## src/rtl/packet_trigger_gen_pkg.sv

```systemverilog
// Shared state encodings and parameter defaults for the packet trigger generator.
// Pure declarations: no latency, no backpressure.
package packet_trigger_pkg;

  typedef enum logic [2:0] {
    ST_IDLE    = 3'd0,
    ST_QUALIFY = 3'd1,
    ST_DELAY   = 3'd2,
    ST_ACTIVE  = 3'd3,
    ST_HOLDOFF = 3'd4
  } state_t;

  localparam int SYNC_STAGES_DEF    = 2;
  localparam int QUAL_CYCLES_DEF    = 64;
  localparam int DELAY_CYCLES_DEF   = 1024;
  localparam int ACTIVE_CYCLES_DEF  = 8192;
  localparam int HOLDOFF_CYCLES_DEF = 4096;
  localparam int CNT_W_DEF          = 16;

endpackage

```

## src/rtl/packet_trigger_gen_if.sv

```systemverilog
// Control/status bundle between the trigger generator (slave) and its driver (master).
// Wires only: no latency, no backpressure.
interface packet_trigger_gen_if;

  logic       enable;
  logic       envelope_in;
  logic       trigger_signal;
  logic       busy;
  logic [7:0] trig_count;

  modport master (
    output enable,
    output envelope_in,
    input  trigger_signal,
    input  busy,
    input  trig_count
  );

  modport slave (
    input  enable,
    input  envelope_in,
    output trigger_signal,
    output busy,
    output trig_count
  );

endinterface

```

## src/rtl/packet_trigger_gen_env_sync.sv

```systemverilog
// Flop-chain synchronizer bringing the asynchronous envelope comparator into clock_in.
// Latency STAGES edges; no backpressure.
module env_sync #(
  parameter int STAGES = 2
) (
  input  logic clock_in,
  input  logic reset,
  input  logic async_in,
  output logic sync_out
);

  logic [STAGES-1:0] chain;

  always_ff @(posedge clock_in) begin
    if (reset) begin
      chain <= '0;
    end else begin
      chain <= {chain[STAGES-2:0], async_in};
    end
  end

  assign sync_out = chain[STAGES-1];

endmodule

```

## src/rtl/packet_trigger_gen.sv

```systemverilog
// Qualifies an envelope packet, waits a fixed offset, then drives a trigger window (TRIG_ABORT_EN: window ends on envelope loss).
// Trigger rises SYNC_STAGES+QUAL_CYCLES+DELAY_CYCLES edges after envelope rises; no backpressure, all outputs registered.
module packet_trigger_gen
  import packet_trigger_pkg::*;
#(
  parameter int SYNC_STAGES    = SYNC_STAGES_DEF,
  parameter int QUAL_CYCLES    = QUAL_CYCLES_DEF,
  parameter int DELAY_CYCLES   = DELAY_CYCLES_DEF,
  parameter int ACTIVE_CYCLES  = ACTIVE_CYCLES_DEF,
  parameter int HOLDOFF_CYCLES = HOLDOFF_CYCLES_DEF,
  parameter int CNT_W          = CNT_W_DEF
) (
  input logic             clock_in,
  input logic             reset,
  packet_trigger_gen_if.slave bus
);

  localparam logic [CNT_W-1:0] QUAL_LAST    = CNT_W'(QUAL_CYCLES - 1);
  localparam logic [CNT_W-1:0] DELAY_LAST   = CNT_W'(DELAY_CYCLES - 1);
  localparam logic [CNT_W-1:0] ACTIVE_LAST  = CNT_W'(ACTIVE_CYCLES - 1);
  localparam logic [CNT_W-1:0] HOLDOFF_LAST = CNT_W'(HOLDOFF_CYCLES - 1);

  state_t           state;
  state_t           state_nxt;
  logic [CNT_W-1:0] cnt;
  logic [CNT_W-1:0] cnt_nxt;
  logic             env_s;
  logic             env_prev;
  logic             trig_inc;

  env_sync #(
    .STAGES (SYNC_STAGES)
  ) u_env_sync (
    .clock_in (clock_in),
    .reset    (reset),
    .async_in (bus.envelope_in),
    .sync_out (env_s)
  );

  always_ff @(posedge clock_in) begin
    if (reset) begin
      state              <= ST_IDLE;
      cnt                <= '0;
      env_prev           <= 1'b0;
      bus.trigger_signal <= 1'b0;
      bus.busy           <= 1'b0;
      bus.trig_count     <= 8'd0;
    end else begin
      state              <= state_nxt;
      cnt                <= cnt_nxt;
      env_prev           <= env_s;
      bus.trigger_signal <= (state_nxt == ST_ACTIVE);
      bus.busy           <= (state_nxt != ST_IDLE);
      bus.trig_count     <= bus.trig_count + 8'(trig_inc);
    end
  end

  always_comb begin
    state_nxt = state;
    cnt_nxt   = cnt + 1'b1;
    trig_inc  = 1'b0;
    case (state)
      ST_IDLE: begin
        cnt_nxt = '0;
        if (env_s && !env_prev) begin
          state_nxt = ST_QUALIFY;
        end
      end
      ST_QUALIFY: begin
        if (!env_s) begin
          state_nxt = ST_IDLE;
          cnt_nxt   = '0;
        end else if (cnt == QUAL_LAST) begin
          state_nxt = ST_DELAY;
          cnt_nxt   = '0;
        end
      end
      ST_DELAY: begin
        if (cnt == DELAY_LAST) begin
          state_nxt = ST_ACTIVE;
          cnt_nxt   = '0;
          trig_inc  = 1'b1;
        end
      end
      ST_ACTIVE: begin
`ifdef TRIG_ABORT_EN
        if (!env_s || cnt == ACTIVE_LAST) begin
`else
        if (cnt == ACTIVE_LAST) begin
`endif
          state_nxt = ST_HOLDOFF;
          cnt_nxt   = '0;
        end
      end
      ST_HOLDOFF: begin
        // Counter parks at its terminal value until the envelope has gone away.
        if (cnt == HOLDOFF_LAST) begin
          cnt_nxt = cnt;
          if (!env_s) begin
            state_nxt = ST_IDLE;
            cnt_nxt   = '0;
          end
        end
      end
      default: begin
        state_nxt = ST_IDLE;
        cnt_nxt   = '0;
      end
    endcase
    // Disarm has priority over every transition, including ACTIVE entry.
    if (!bus.enable) begin
      state_nxt = ST_IDLE;
      cnt_nxt   = '0;
      trig_inc  = 1'b0;
    end
  end

endmodule

```

## src/flat_wrapper.sv

```systemverilog
// flat-port wrapper written by rule: the top's interface ports become plain ports
module packet_trigger_gen_flat import packet_trigger_pkg::*;
#(
  parameter int SYNC_STAGES    = SYNC_STAGES_DEF,
  parameter int QUAL_CYCLES    = QUAL_CYCLES_DEF,
  parameter int DELAY_CYCLES   = DELAY_CYCLES_DEF,
  parameter int ACTIVE_CYCLES  = ACTIVE_CYCLES_DEF,
  parameter int HOLDOFF_CYCLES = HOLDOFF_CYCLES_DEF,
  parameter int CNT_W          = CNT_W_DEF
)
  (clock_in, reset, bus_enable, bus_envelope_in, bus_trigger_signal, bus_busy, bus_trig_count);
  packet_trigger_gen_if bus_i ();
  input logic clock_in;
  input logic reset;
  input wire logic [$bits(bus_i.enable)-1:0] bus_enable;
  input wire logic [$bits(bus_i.envelope_in)-1:0] bus_envelope_in;
  output wire logic [$bits(bus_i.trigger_signal)-1:0] bus_trigger_signal;
  output wire logic [$bits(bus_i.busy)-1:0] bus_busy;
  output wire logic [$bits(bus_i.trig_count)-1:0] bus_trig_count;
  assign bus_i.enable = bus_enable;
  assign bus_i.envelope_in = bus_envelope_in;
  assign bus_trigger_signal = bus_i.trigger_signal;
  assign bus_busy = bus_i.busy;
  assign bus_trig_count = bus_i.trig_count;
  packet_trigger_gen #(.SYNC_STAGES(SYNC_STAGES), .QUAL_CYCLES(QUAL_CYCLES), .DELAY_CYCLES(DELAY_CYCLES), .ACTIVE_CYCLES(ACTIVE_CYCLES), .HOLDOFF_CYCLES(HOLDOFF_CYCLES), .CNT_W(CNT_W)) u_core (.clock_in(clock_in), .reset(reset), .bus(bus_i));
endmodule
```

## config.mk

```make
export PLATFORM = sky130hd
export DESIGN_NAME = packet_trigger_gen_flat
export DESIGN_NICKNAME = d
export VERILOG_FILES = /design/src/rtl/packet_trigger_gen_pkg.sv /design/src/rtl/packet_trigger_gen_if.sv /design/src/rtl/packet_trigger_gen_env_sync.sv /design/src/rtl/packet_trigger_gen.sv /design/src/flat_wrapper.sv
export SDC_FILE = /design/constraint.sdc
export NUM_CORES = 1
export LEC_CHECK = 0
export CAP_MARGIN = 20
export CORE_ASPECT_RATIO = 0.5
export CORE_MARGIN = 1.5
export CORE_UTILIZATION = 55
export CTS_CLUSTER_SIZE = 8
export DETAILED_ROUTE_END_ITERATION = 8
export GPL_ROUTABILITY_DRIVEN = 1
export MAX_ROUTING_LAYER = met4
export PLACE_DENSITY = 0.88
export SLEW_MARGIN = 5
export SYNTH_ARGS = -nofsm -noshare
export SYNTH_HDL_FRONTEND = slang
export SYNTH_SLANG_ARGS = --single-unit
export TNS_END_PERCENT = 10
```

## constraint.sdc

```tcl
create_clock -name clock_in -period 3.01 [get_ports clock_in]
set_input_delay 0.7525 -clock clock_in [delete_from_list [all_inputs] [get_ports clock_in]]
set_output_delay 0.7525 -clock clock_in [all_outputs]
set_load 0.1 [all_outputs]
```

==> summary.txt, run 1 <==
Synthesis
  • FF+latch count, synth: 32
  • Sequential-to-total area share from yosys stat: 0.417
  • Async set or reset register ratio after synthesis: 0
  • Cells after synthesis: 174
  • Count of different cell masters after synthesis: 39
  • Dominant cells by area after synthesis: dfxtp_1, xor2_1, nor2_1, xnor2_1, nand3_1
  • Yosys warning count: 0
  • Synth area leader: dfxtp_1
  • Most used DFF post-synth: dfxtp_1
  • Top cell type's share of synthesized area: 0.417
  • EDFF count, synth: 0
  • Synth top cells by count: dfxtp_1, nor2_1, xor2_1
  • Most numerous cell in the Yosys netlist: dfxtp_1
  • Post-synth net total: approximately 180
  • Synthesized area: around 0.0015 sq mm
  • Avg Synthesized Cell Area: 8.82 sq um

Clocking
  • Post-cts resize count: 0
  • CTS buffer count: 5
  • Root Buffer: clkbuf_8
  • Clock-pin slew of the registers on the worst-case setup and hold paths: 60 ps
  • Clock buffer depth: 2
  • Clock latency on the worst-skew pair: 290 ps
  • Setup Buffers After CTS: 0
  • CTS Hold Bufs: 0
  • CTS tree: yes
  • Level count of the clock H-tree: 2
  • CTS sink cnt: 32

Power and ir drop
  • Leakage: a little under 0.7 nW
  • Total power: 0.786 mW
  • Max VDD drop: 205 uV
  • Power Density: around 440 mW/mm^2

Status
  • Status: finished clean

Timing
  • Min Tclk post-route: ~2700 ps
  • Period Utilization, post-route: 0.901
  • Final setup margin: between 200 and 300 ps
  • Slew at the pin with the worst max-slew slack: ~670 ps
  • Hold WS: 433 ps
  • Skew final: around 3.0 ps
  • Final setup fails: 0
  • Max_slew headroom: 0.552
  • Max Slew Vio Count: 0
  • RSZ-0062 raised after global routing: no
  • Setup TNS: 0 ps
  • Endpoints failing hold: 0
  • Fmax: around 0.37 GHz

Worst setup path
  • CP Class: flop to flop
  • Crit path max-delay cell type: or4_4
  • Worst path cell trace: or4_4, or3_1, nor4_1, and2_1, ha_1, and3_1, nand3_1, xor2_1, nor2_1
  • CP Buf/Inv Count: 0
  • Critical path arrival: 2940 ps
  • CP max stage delay: 580 ps
  • R2R depth: 9
  • R2R Path End: u_core.bus.trig_count[5]$_SDFF_PP0_
  • Reg2Reg Launch Point: u_core.cnt[13]$_SDFFE_PP0P_
  • CP required: around 3200 ps
  • Setup crit end kind: flop
  • Crit-path max FO: 6
  • Worst setup SP type: flop
  • CP top delay family: simple AND/OR/NAND/NOR gates
  • Reg2reg setup slack: just under 300 ps

Drt
  • Post-DR wirelength/cell: 13.5 um
  • Final ANT Viol Nets: 0
  • Vias post-DR: 1291
  • Total Wirelength: 3100 um
  • DR iter-0 viols: between 70 and 80
  • # DRC: 0
  • DRT Pass-1 Iters: 4
  • Vias/cell: 5.64

Floorplan
  • Die height: 40.4 um
  • # IOs: 14
  • Row Count: 13
  • Die width: about 78 um
  • Core area: 0.00262 sq mm
  • Die ar.: between 0.003 and 0.004 sq mm
  • Initial Util: 0.586

Job
  • Max cap viols: 0

Placement
  • Placer Congestion: about 0.97
  • Placed cell count: 221
  • Final HPWL DP: 2240 um
  • Place WS: 343 ps
  • # port buffers: 13
  • Dpl cell area: 0.00168 sq mm

Min path
  • Worst hold path depth: 1
  • Hold Path Class: flop to flop
  • Worst min-delay path startpoint: u_core.u_env_sync.chain[0]$_SDFF_PP0_
  • Hold EP: u_core.u_env_sync.chain[1]$_SDFF_PP0_

Global routing
  • Vias in the first global route: 1140
  • GRT overflow: 0
  • Wire length of the first global-routing pass: 5020 um
  • Gr usage total: 0.223
  • Largest net degree at the start of global routing: 13
  • Initial antenna violation count: 0

Cells and area
  • Fin cells: 229
  • Number of diodes: 0
  • Final Net Count: 198
  • Share of cells above drive strength 1: 0.135
  • Layout fillers: 197
  • Final Util: 0.677
  • Area grow syn2layout: 15.5%
  • Final Cell Area: 0.00177 sq mm
-- cells in the final DEF, fill, tap and decap left out, types with 2 or more instances in the layout --
master / instances
dfxtp_1: 32
a21oi_1: 3
o22ai_1: 2
nand3_1: 11
or4_1: 2
clkbuf_1: 2
clkbuf_8: 6
clkdlybuf4s50_1: 3
nand4_1: 2
xor2_1: 12
and3_1: 4
ha_1: 3
inv_1: 9
nor2_1: 20
buf_4: 12
a31oi_1: 2
nor4_1: 6
nand2_1: 9
xnor2_1: 8
or3_1: 2
nor3_1: 7
o21ai_0: 9
a211oi_1: 2
nor2b_1: 6
-- final cells by class --
class                   instances  area [sq um]  area share
clock buffers                   8          90.1      0.0508
inverters                       9          33.8      0.0191
well taps                      37          46.3      0.0261
repair buffers                 15           120      0.0677
flip-flops and latches         32           641       0.361
multi-input cells             128           842       0.475
-- sequential cells by signal (all words and copies together) (netlist names) --
name / cells
u_core.cnt: 16
u_core.bus.trig_count: 8
u_core.state: 3
u_core.u_env_sync.chain: 2
u_core.bus.busy: 1
u_core.bus.trigger_signal: 1
u_core.env_prev: 1
-- report_power, final --
part           internal, mW  leakage [nW]  switching [mW]
sequential            0.426         0.258         0.00117
combinational       0.00832         0.370          0.0113
clock                 0.186        0.0455           0.154
total                 0.620         0.673           0.166
-- worst register-to-register path, stage by stage (launching register included) --
cell and delay [ps]:
dfxtp_1 360, or4_4 580, or3_1 330, nor4_1 450
and2_1 190, ha_1 160, and3_1 230, nand3_1 100
xor2_1 150, nor2_1 100
-- cells by family (layout without fill, tap and decap cells) --
kind of cell | count (synthesis) | count (layout) | share of synthesized area
AND/OR/NAND/NOR | 80 | 80 | 0.296
flip-flops | 32 | 32 | 0.417
AO/OA/AOI/OAI | 25 | 25 | 0.114
XOR/XNOR | 20 | 20 | 0.114
buffers and inverters | 14 | 32 | 0.0342
adder cells (fa/ha/maj) | 3 | 3 | 0.0245
-- how the worst max path moves through the flow --
stage,from,depth (start not counted),end
after floorplan,u_core.cnt[13]$_SDFFE_PP0P_,9,u_core.bus.trig_count[5]$_SDFF_PP0_
after global placement,u_core.cnt[13]$_SDFFE_PP0P_,9,u_core.bus.trig_count[5]$_SDFF_PP0_
after detailed placement,u_core.cnt[13]$_SDFFE_PP0P_,9,u_core.bus.trig_count[6]$_SDFF_PP0_
after CTS,u_core.cnt[13]$_SDFFE_PP0P_,9,u_core.bus.trig_count[5]$_SDFF_PP0_
after global routing,u_core.cnt[13]$_SDFFE_PP0P_,9,u_core.bus.trig_count[6]$_SDFF_PP0_
final,u_core.cnt[13]$_SDFFE_PP0P_,9,u_core.bus.trig_count[5]$_SDFF_PP0_
-- per-layer routing --
layer,global-route usage,vias up,part of all wire
li1,-,648,-
met1,0.267,605,0.48
met2,0.359,33,0.46
met3,0.0591,5,0.052
met4,0.118,0,0.013
met5,-,-,0
Note: power is estimated with default switching activity, not from simulation.
==> run 2, diff against run 1 <==
--- a/config.mk
+++ b/config.mk
@@ -5,6 +5,7 @@
 export SDC_FILE = /design/constraint.sdc
 export NUM_CORES = 1
 export LEC_CHECK = 0
+export ABC_CLOCK_PERIOD_IN_PS = 3010
 export CAP_MARGIN = 20
 export CORE_ASPECT_RATIO = 0.5
 export CORE_MARGIN = 1.5
==> results of run 2 <==
No change in the layout: final DEF, timing and power equal those of run 1.
